==> src/rtl/dmem_arbiter.sv <==
// dmem_arbiter
//   Shares one single-port data memory (combinational read) between two
//   requesters. Port 0 (CPU MEM stage) has fixed priority; port 1 (loader/DMA)
//   is granted once after MAX_BURST consecutive contended port-0 grants, so a
//   stream of port-0 accesses cannot starve it. One memory access per cycle.
//   A read's response is registered on the posedge that ends its grant cycle.
//
// Optional feature macro: DMEM_ARB_LOCK_EN
//   Adds input m1_lock. While port 1 already owns the memory and keeps both
//   m1_req and m1_lock high, it keeps winning regardless of m0_req.
//
// Ports
//   clk, rst_n                 clock, asynchronous active-low reset
//   mK_req/we/addr/wdata       request command for port K (held until mK_gnt)
//   mK_gnt                     combinational grant, access performed this cycle
//   mK_rvalid/rdata            registered read response (1-cycle pulse / held)
//   m1_lock                    (DMEM_ARB_LOCK_EN only) port 1 ownership lock
//   mem_read/write/address/write_data  drive to the data memory
//   mem_read_data              combinational read data from the memory
module dmem_arbiter #(
  parameter int ADDR_W    = 10,
  parameter int DATA_W    = 32,
  parameter int MAX_BURST = 4
) (
  input  logic              clk,
  input  logic              rst_n,
  input  logic              m0_req,
  input  logic              m0_we,
  input  logic [ADDR_W-1:0] m0_addr,
  input  logic [DATA_W-1:0] m0_wdata,
  output logic              m0_gnt,
  output logic              m0_rvalid,
  output logic [DATA_W-1:0] m0_rdata,
  input  logic              m1_req,
  input  logic              m1_we,
  input  logic [ADDR_W-1:0] m1_addr,
  input  logic [DATA_W-1:0] m1_wdata,
  output logic              m1_gnt,
  output logic              m1_rvalid,
  output logic [DATA_W-1:0] m1_rdata,
`ifdef DMEM_ARB_LOCK_EN
  input  logic              m1_lock,
`endif
  output logic              mem_read,
  output logic              mem_write,
  output logic [ADDR_W-1:0] mem_address,
  output logic [DATA_W-1:0] mem_write_data,
  input  logic [DATA_W-1:0] mem_read_data
);

  typedef enum logic [1:0] {IDLE, OWN0, OWN1} state_t;

  localparam logic [7:0] CAP = 8'(MAX_BURST - 1);

  state_t      r_state, w_state_nxt;
  logic [7:0]  r_cnt, w_cnt_nxt;
  logic        w_gnt0, w_gnt1;
  logic        w_same, w_raw0, w_raw1, w_lock_hold;

  // Same-address write/read pair: the write goes first so the read sees
  // the new data on the following cycle.
  assign w_same = (m0_addr == m1_addr);
  assign w_raw0 = w_same & m0_we & ~m1_we;
  assign w_raw1 = w_same & m1_we & ~m0_we;

`ifdef DMEM_ARB_LOCK_EN
  assign w_lock_hold = (r_state == OWN1) & m1_lock & m1_req;
`else
  assign w_lock_hold = 1'b0;
`endif

  always_ff @(posedge clk or negedge rst_n) begin
    if (!rst_n) begin
      r_state <= IDLE;
      r_cnt   <= '0;
    end else begin
      r_state <= w_state_nxt;
      r_cnt   <= w_cnt_nxt;
    end
  end

  // Arbitration, next state and burst counter.
  always_comb begin
    w_gnt0      = 1'b0;
    w_gnt1      = 1'b0;
    w_state_nxt = IDLE;
    w_cnt_nxt   = '0;
    if (rst_n) begin
      if (w_lock_hold)          w_gnt1 = 1'b1;
      else if (m0_req & ~m1_req) w_gnt0 = 1'b1;
      else if (m1_req & ~m0_req) w_gnt1 = 1'b1;
      else if (m0_req & m1_req) begin
        if (w_raw0)                                   w_gnt0 = 1'b1;
        // Port 1 write-first is skipped when port 1 just won, so it can
        // never take two contended cycles in a row.
        else if (w_raw1 && r_state != OWN1)           w_gnt1 = 1'b1;
        else if (r_state == OWN0 && r_cnt == CAP)     w_gnt1 = 1'b1;
        else                                          w_gnt0 = 1'b1;
      end
    end
    if (w_gnt0)      w_state_nxt = OWN0;
    else if (w_gnt1) w_state_nxt = OWN1;
    // The count only advances while port 0 already owned the memory, so a
    // burst that starts from IDLE or after a port-1 grant is MAX_BURST long.
    if (r_state == OWN0 && w_gnt0 && m1_req)
      w_cnt_nxt = (r_cnt == CAP) ? r_cnt : r_cnt + 8'd1;
  end

  assign m0_gnt = w_gnt0;
  assign m1_gnt = w_gnt1;

  // Memory drive: winner's command, all zero when nobody is granted.
  always_comb begin
    mem_read       = 1'b0;
    mem_write      = 1'b0;
    mem_address    = '0;
    mem_write_data = '0;
    if (w_gnt0) begin
      mem_read       = ~m0_we;
      mem_write      = m0_we;
      mem_address    = m0_addr;
      mem_write_data = m0_wdata;
    end else if (w_gnt1) begin
      mem_read       = ~m1_we;
      mem_write      = m1_we;
      mem_address    = m1_addr;
      mem_write_data = m1_wdata;
    end
  end

  // Read response registers, one set per port.
  always_ff @(posedge clk or negedge rst_n) begin
    if (!rst_n) begin
      m0_rvalid <= 1'b0;
      m0_rdata  <= '0;
      m1_rvalid <= 1'b0;
      m1_rdata  <= '0;
    end else begin
      m0_rvalid <= w_gnt0 & ~m0_we;
      m1_rvalid <= w_gnt1 & ~m1_we;
      if (w_gnt0 & ~m0_we) m0_rdata <= mem_read_data;
      if (w_gnt1 & ~m1_we) m1_rdata <= mem_read_data;
    end
  end

endmodule

==> config.mk <==
export PLATFORM = sky130hd
export DESIGN_NAME = dmem_arbiter
export DESIGN_NICKNAME = d
export VERILOG_FILES = /design/src/rtl/dmem_arbiter.sv
export SDC_FILE = /design/constraint.sdc
export NUM_CORES = 1
export LEC_CHECK = 0
export CAP_MARGIN = 10
export CORE_ASPECT_RATIO = 0.7
export CORE_MARGIN = 2
export CORE_UTILIZATION = 33
export DETAILED_ROUTE_END_ITERATION = 12
export GPL_TIMING_DRIVEN = 0
export PLACE_DENSITY = 0.87
export SKIP_CTS_REPAIR_TIMING = 1
export SYNTH_ARGS = -nofsm -noshare
export SYNTH_HDL_FRONTEND = slang
export SYNTH_SLANG_ARGS = --single-unit
==> constraint.sdc <==
create_clock -name clk -period 4 [get_ports clk]
set_input_delay 1 -clock clk [delete_from_list [all_inputs] [get_ports clk]]
set_output_delay 1 -clock clk [all_outputs]
set_load 0.01 [all_outputs]
==> metrics.md <==
| Metric | Value |
|---|---|
| Outcome | `finished, violations left` |
| Failing checks | `setup timing` |
| Top post-synthesis cells by area | `dfrtp_1 52%, mux2_4 12%, mux2_2 11%` |
| Clock skew | `0.00858 ns` |
| Final core utilization | `0.612` |
| CP Class | `input port to primary output` |
| Vias post-DR | `3,306` |
| Max FO, Critical Path | `10` |
| Filler instances | `862` |
| IO Port Bufs | `233` |
| Adder-cell share of the synthesized area | `0.00342` |
| Most frequent cells in the layout | `164 x clkdlybuf4s50_1, 76 x dfrtp_1, 41 x a22o_1` |
| Chip Width | `130 um` |
| Initial Utilization | `0.336` |
| Period utilization | `1.11` |
| Clock root buffer | `clkbuf_16` |
| Inst Count DP | `656` |
| Share of the synthesized area in the top cell type | `0.520` |
| Drt wl/cell | `18.5 um` |
| CTS tree | `done` |
| Critical Path, Cell by Cell | `buf_4, nand2b_1, or4_1, or3_1, buf_6, a311oi_4, buf_6, buf_6, buf_6, buf_8, a22o_1, buf_2` |
| CP required | `3.00 ns` |
| Layout area overhead | `82.4%` |
| Detail-routed via count per cell | `4.81` |
| Crit end category | `primary output` |
| Synth Register Bits | `76` |
| Final setup viols | `46` |
| DR WL met3 | `938 um` |
| Clk_lat worst skew | `0.33 ns` |
| Total power | `2.63 mW` |
| Io pins | `234` |
| Hold Vio Cnt, Final | `0` |
| DRT met1 WL | `5.35 mm` |
| Delay-heaviest family, CP | `simple AND/OR/NAND/NOR gates` |
| Clock slew at reported path FFs | `0.06 ns` |
| CTS H-tree lvls | `3` |
| Crit path top cell by count | `buf_6` |
| Pins Over Slew Limit | `0` |
| Antenna viol nets, final | `0` |
| Layout cells sized above 1 | `0.331` |
| Wirelength, routed | `12.7 mm` |
| Synth Area per Inst | `13.6 um^2` |
| DRC viols | `0` |
| Tmin final | `4.45 ns` |
| CTS buffer count | `9` |
| Initial DRC Count | `133` |
| Hpwl dp | `9.29 mm` |
| Rows | `32` |
| Largest family of logic cells by synthesized area | `multiplexers` |
| Setup TNS | `-17.65 ns` |
| Delay of the slowest cell on the worst path | `0.55 ns` |
| Cells after synthesis | `268` |
| Worst hold slack | `0.505 ns` |
| Die area | `0.0119 mm^2` |
| Antenna cells | `0` |
| Initial antenna violation count | `0` |
| CP max stage cell | `or4_1` |
| Gr usage total | `0.196` |
| Crit path launch type | `input port` |
| Post-synthesis mux area share | `0.232` |
| Post-Synth XOR/XNOR Area | `0.0383` |
| GRT overflow | `0` |
| Vias in the first global route | `3,302` |
| Power Density | `395 mW/mm^2` |
| Clock tree buffer depth | `2` |
| Commonest non-fill, non-tap cell in the layout | `clkdlybuf4s50_1` |
| Worst vdd ir | `301 uV` |
| Drt pass-1 iters | `4` |
| Routability cong. | `0.796` |
| Slew @ Worst Pin | `0.703 ns` |
| Leak pwr | `3.11 nW` |
| Synthesis warning total | `0` |
| CTS Sinks | `76` |
| Syn Nets | `391` |
| Die Ht | `92.1 um` |
| Synth Area in Simple Gates | `0.0606` |
| Core area | `0.0109 mm^2` |
| Largest net degree at the start of global routing | `41` |
| Finished Layout Cells | `688` |
| Nets | `653` |
| Worst relative slew slack | `0.529` |
| Min-Delay Path Class | `register to register` |
| Seq/Total Area, Yosys | `0.520` |
| Timing-limited maximum frequency | `225 MHz` |
| Worst setup margin | `-0.454 ns` |
| RSZ-0062 raised after global routing | `yes` |
| First-pass GRT wire length | `18.0 mm` |
| Complex-gate fraction of the synthesized area | `0.119` |
| Synth area leader | `dfrtp_1` |
| WP data arrival | `3.45 ns` |
| Synthesized area | `0.00365 mm^2` |
| Synth unique cells | `30` |
| MaxCap Viol Count | `0` |
| Met2 Wirelength | `6.27 mm` |
| Crit path buf inv count | `7` |
| Top routing layer in use | `met4` |
==> sequential cells by signal, indices dropped and copies added (netlist names) <==
| name | flops |
|---|---|
| m1_rvalid | 1 |
| r_state | 2 |
| m1_rdata | 32 |
| m0_rdata | 32 |
| r_cnt | 8 |
| m0_rvalid | 1 |
==> layout make-up <==
type                    count  area, um^2  share of cell area
well taps                 153         191              0.0287
clock inverters             6        72.6              0.0109
inverters                   2        7.51             0.00113
flip-flops and latches     76        1900               0.285
repair buffers            252        2350               0.352
plain buffers              16         155              0.0233
clock buffers              10         229              0.0344
multi-input cells         173        1760               0.264
==> layer usage <==
layer,track usage,up-vias
met5,0,-
met4,0.0475,0
met3,0.0706,17
met2,0.306,123
met1,0.260,1647
li1,-,1519
==> power by group <==
| group | leakage, nW | switching, mW | total (mW) | internal (mW) |
|---|---|---|---|---|
| sequential | 0.927 | 0.0776 | 0.982 | 0.905 |
| clock | 0.137 | 0.336 | 0.826 | 0.490 |
| combinational | 2.05 | 0.292 | 0.825 | 0.533 |
| total | 3.11 | 0.706 | 2.63 | 1.93 |
==> stage by stage <==
step | cell area [um^2] | setup WS (ns)
final | 6670 | -0.454
after global routing | 6670 | -0.484
after CTS | 6510 | -1.28
after detailed placement | 6200 | -1.27
after global placement | 6180 | -3.66
after floorplan | 3660 | 0.000875
==> synth_stat cells <==
| library cell | count |
|---|---|
| nor3_1 | 9 |
| nand3_1 | 5 |
| nand2_1 | 7 |
| nor2_1 | 3 |
| nand2b_1 | 4 |
| mux2i_1 | 1 |
| nor4b_1 | 1 |
| xor2_1 | 6 |
| nand4_1 | 2 |
| dfrtp_1 | 76 |
| a311oi_4 | 1 |
| ha_1 | 1 |
| or3_1 | 2 |
| nor2b_1 | 2 |
| buf_6 | 3 |
| inv_1 | 2 |
| a31oi_1 | 1 |
| o31ai_1 | 1 |
| or2_2 | 1 |
| mux2_4 | 28 |
| xnor2_1 | 10 |
| a21oi_1 | 2 |
| clkbuf_1 | 12 |
| mux2_2 | 37 |
| a311oi_1 | 1 |
| a22o_1 | 43 |
| nor4_1 | 2 |
| or4_1 | 2 |
| buf_2 | 2 |
| or3b_1 | 1 |
==> final timing paths <==
check                           cells past startpoint           endpoint  slack [ns]         start
worst max-delay path                               12  mem_write_data[5]       -0.45         m0_we
worst min-delay path                                1       m0_rdata[27]        0.51  m0_rdata[27]
worst max register to register                     13        m1_rdata[9]        0.69      r_cnt[0]
worst min register to register                      1       m0_rdata[27]        0.51  m0_rdata[27]
max in group asynchronous                           2           r_cnt[4]        2.76         rst_n
min in group asynchronous                           1       m1_rdata[28]        0.64         rst_n
==> kinds of logic after synthesis <==
group / count (synthesis)
flip-flops: 76
multiplexers: 66
AO/OA/AOI/OAI: 49
AND/OR/NAND/NOR: 41
buffers and inverters: 19
XOR/XNOR: 16
adder cells (fa/ha/maj): 1
No activity file was read; power rests on OpenSTA's default activity.
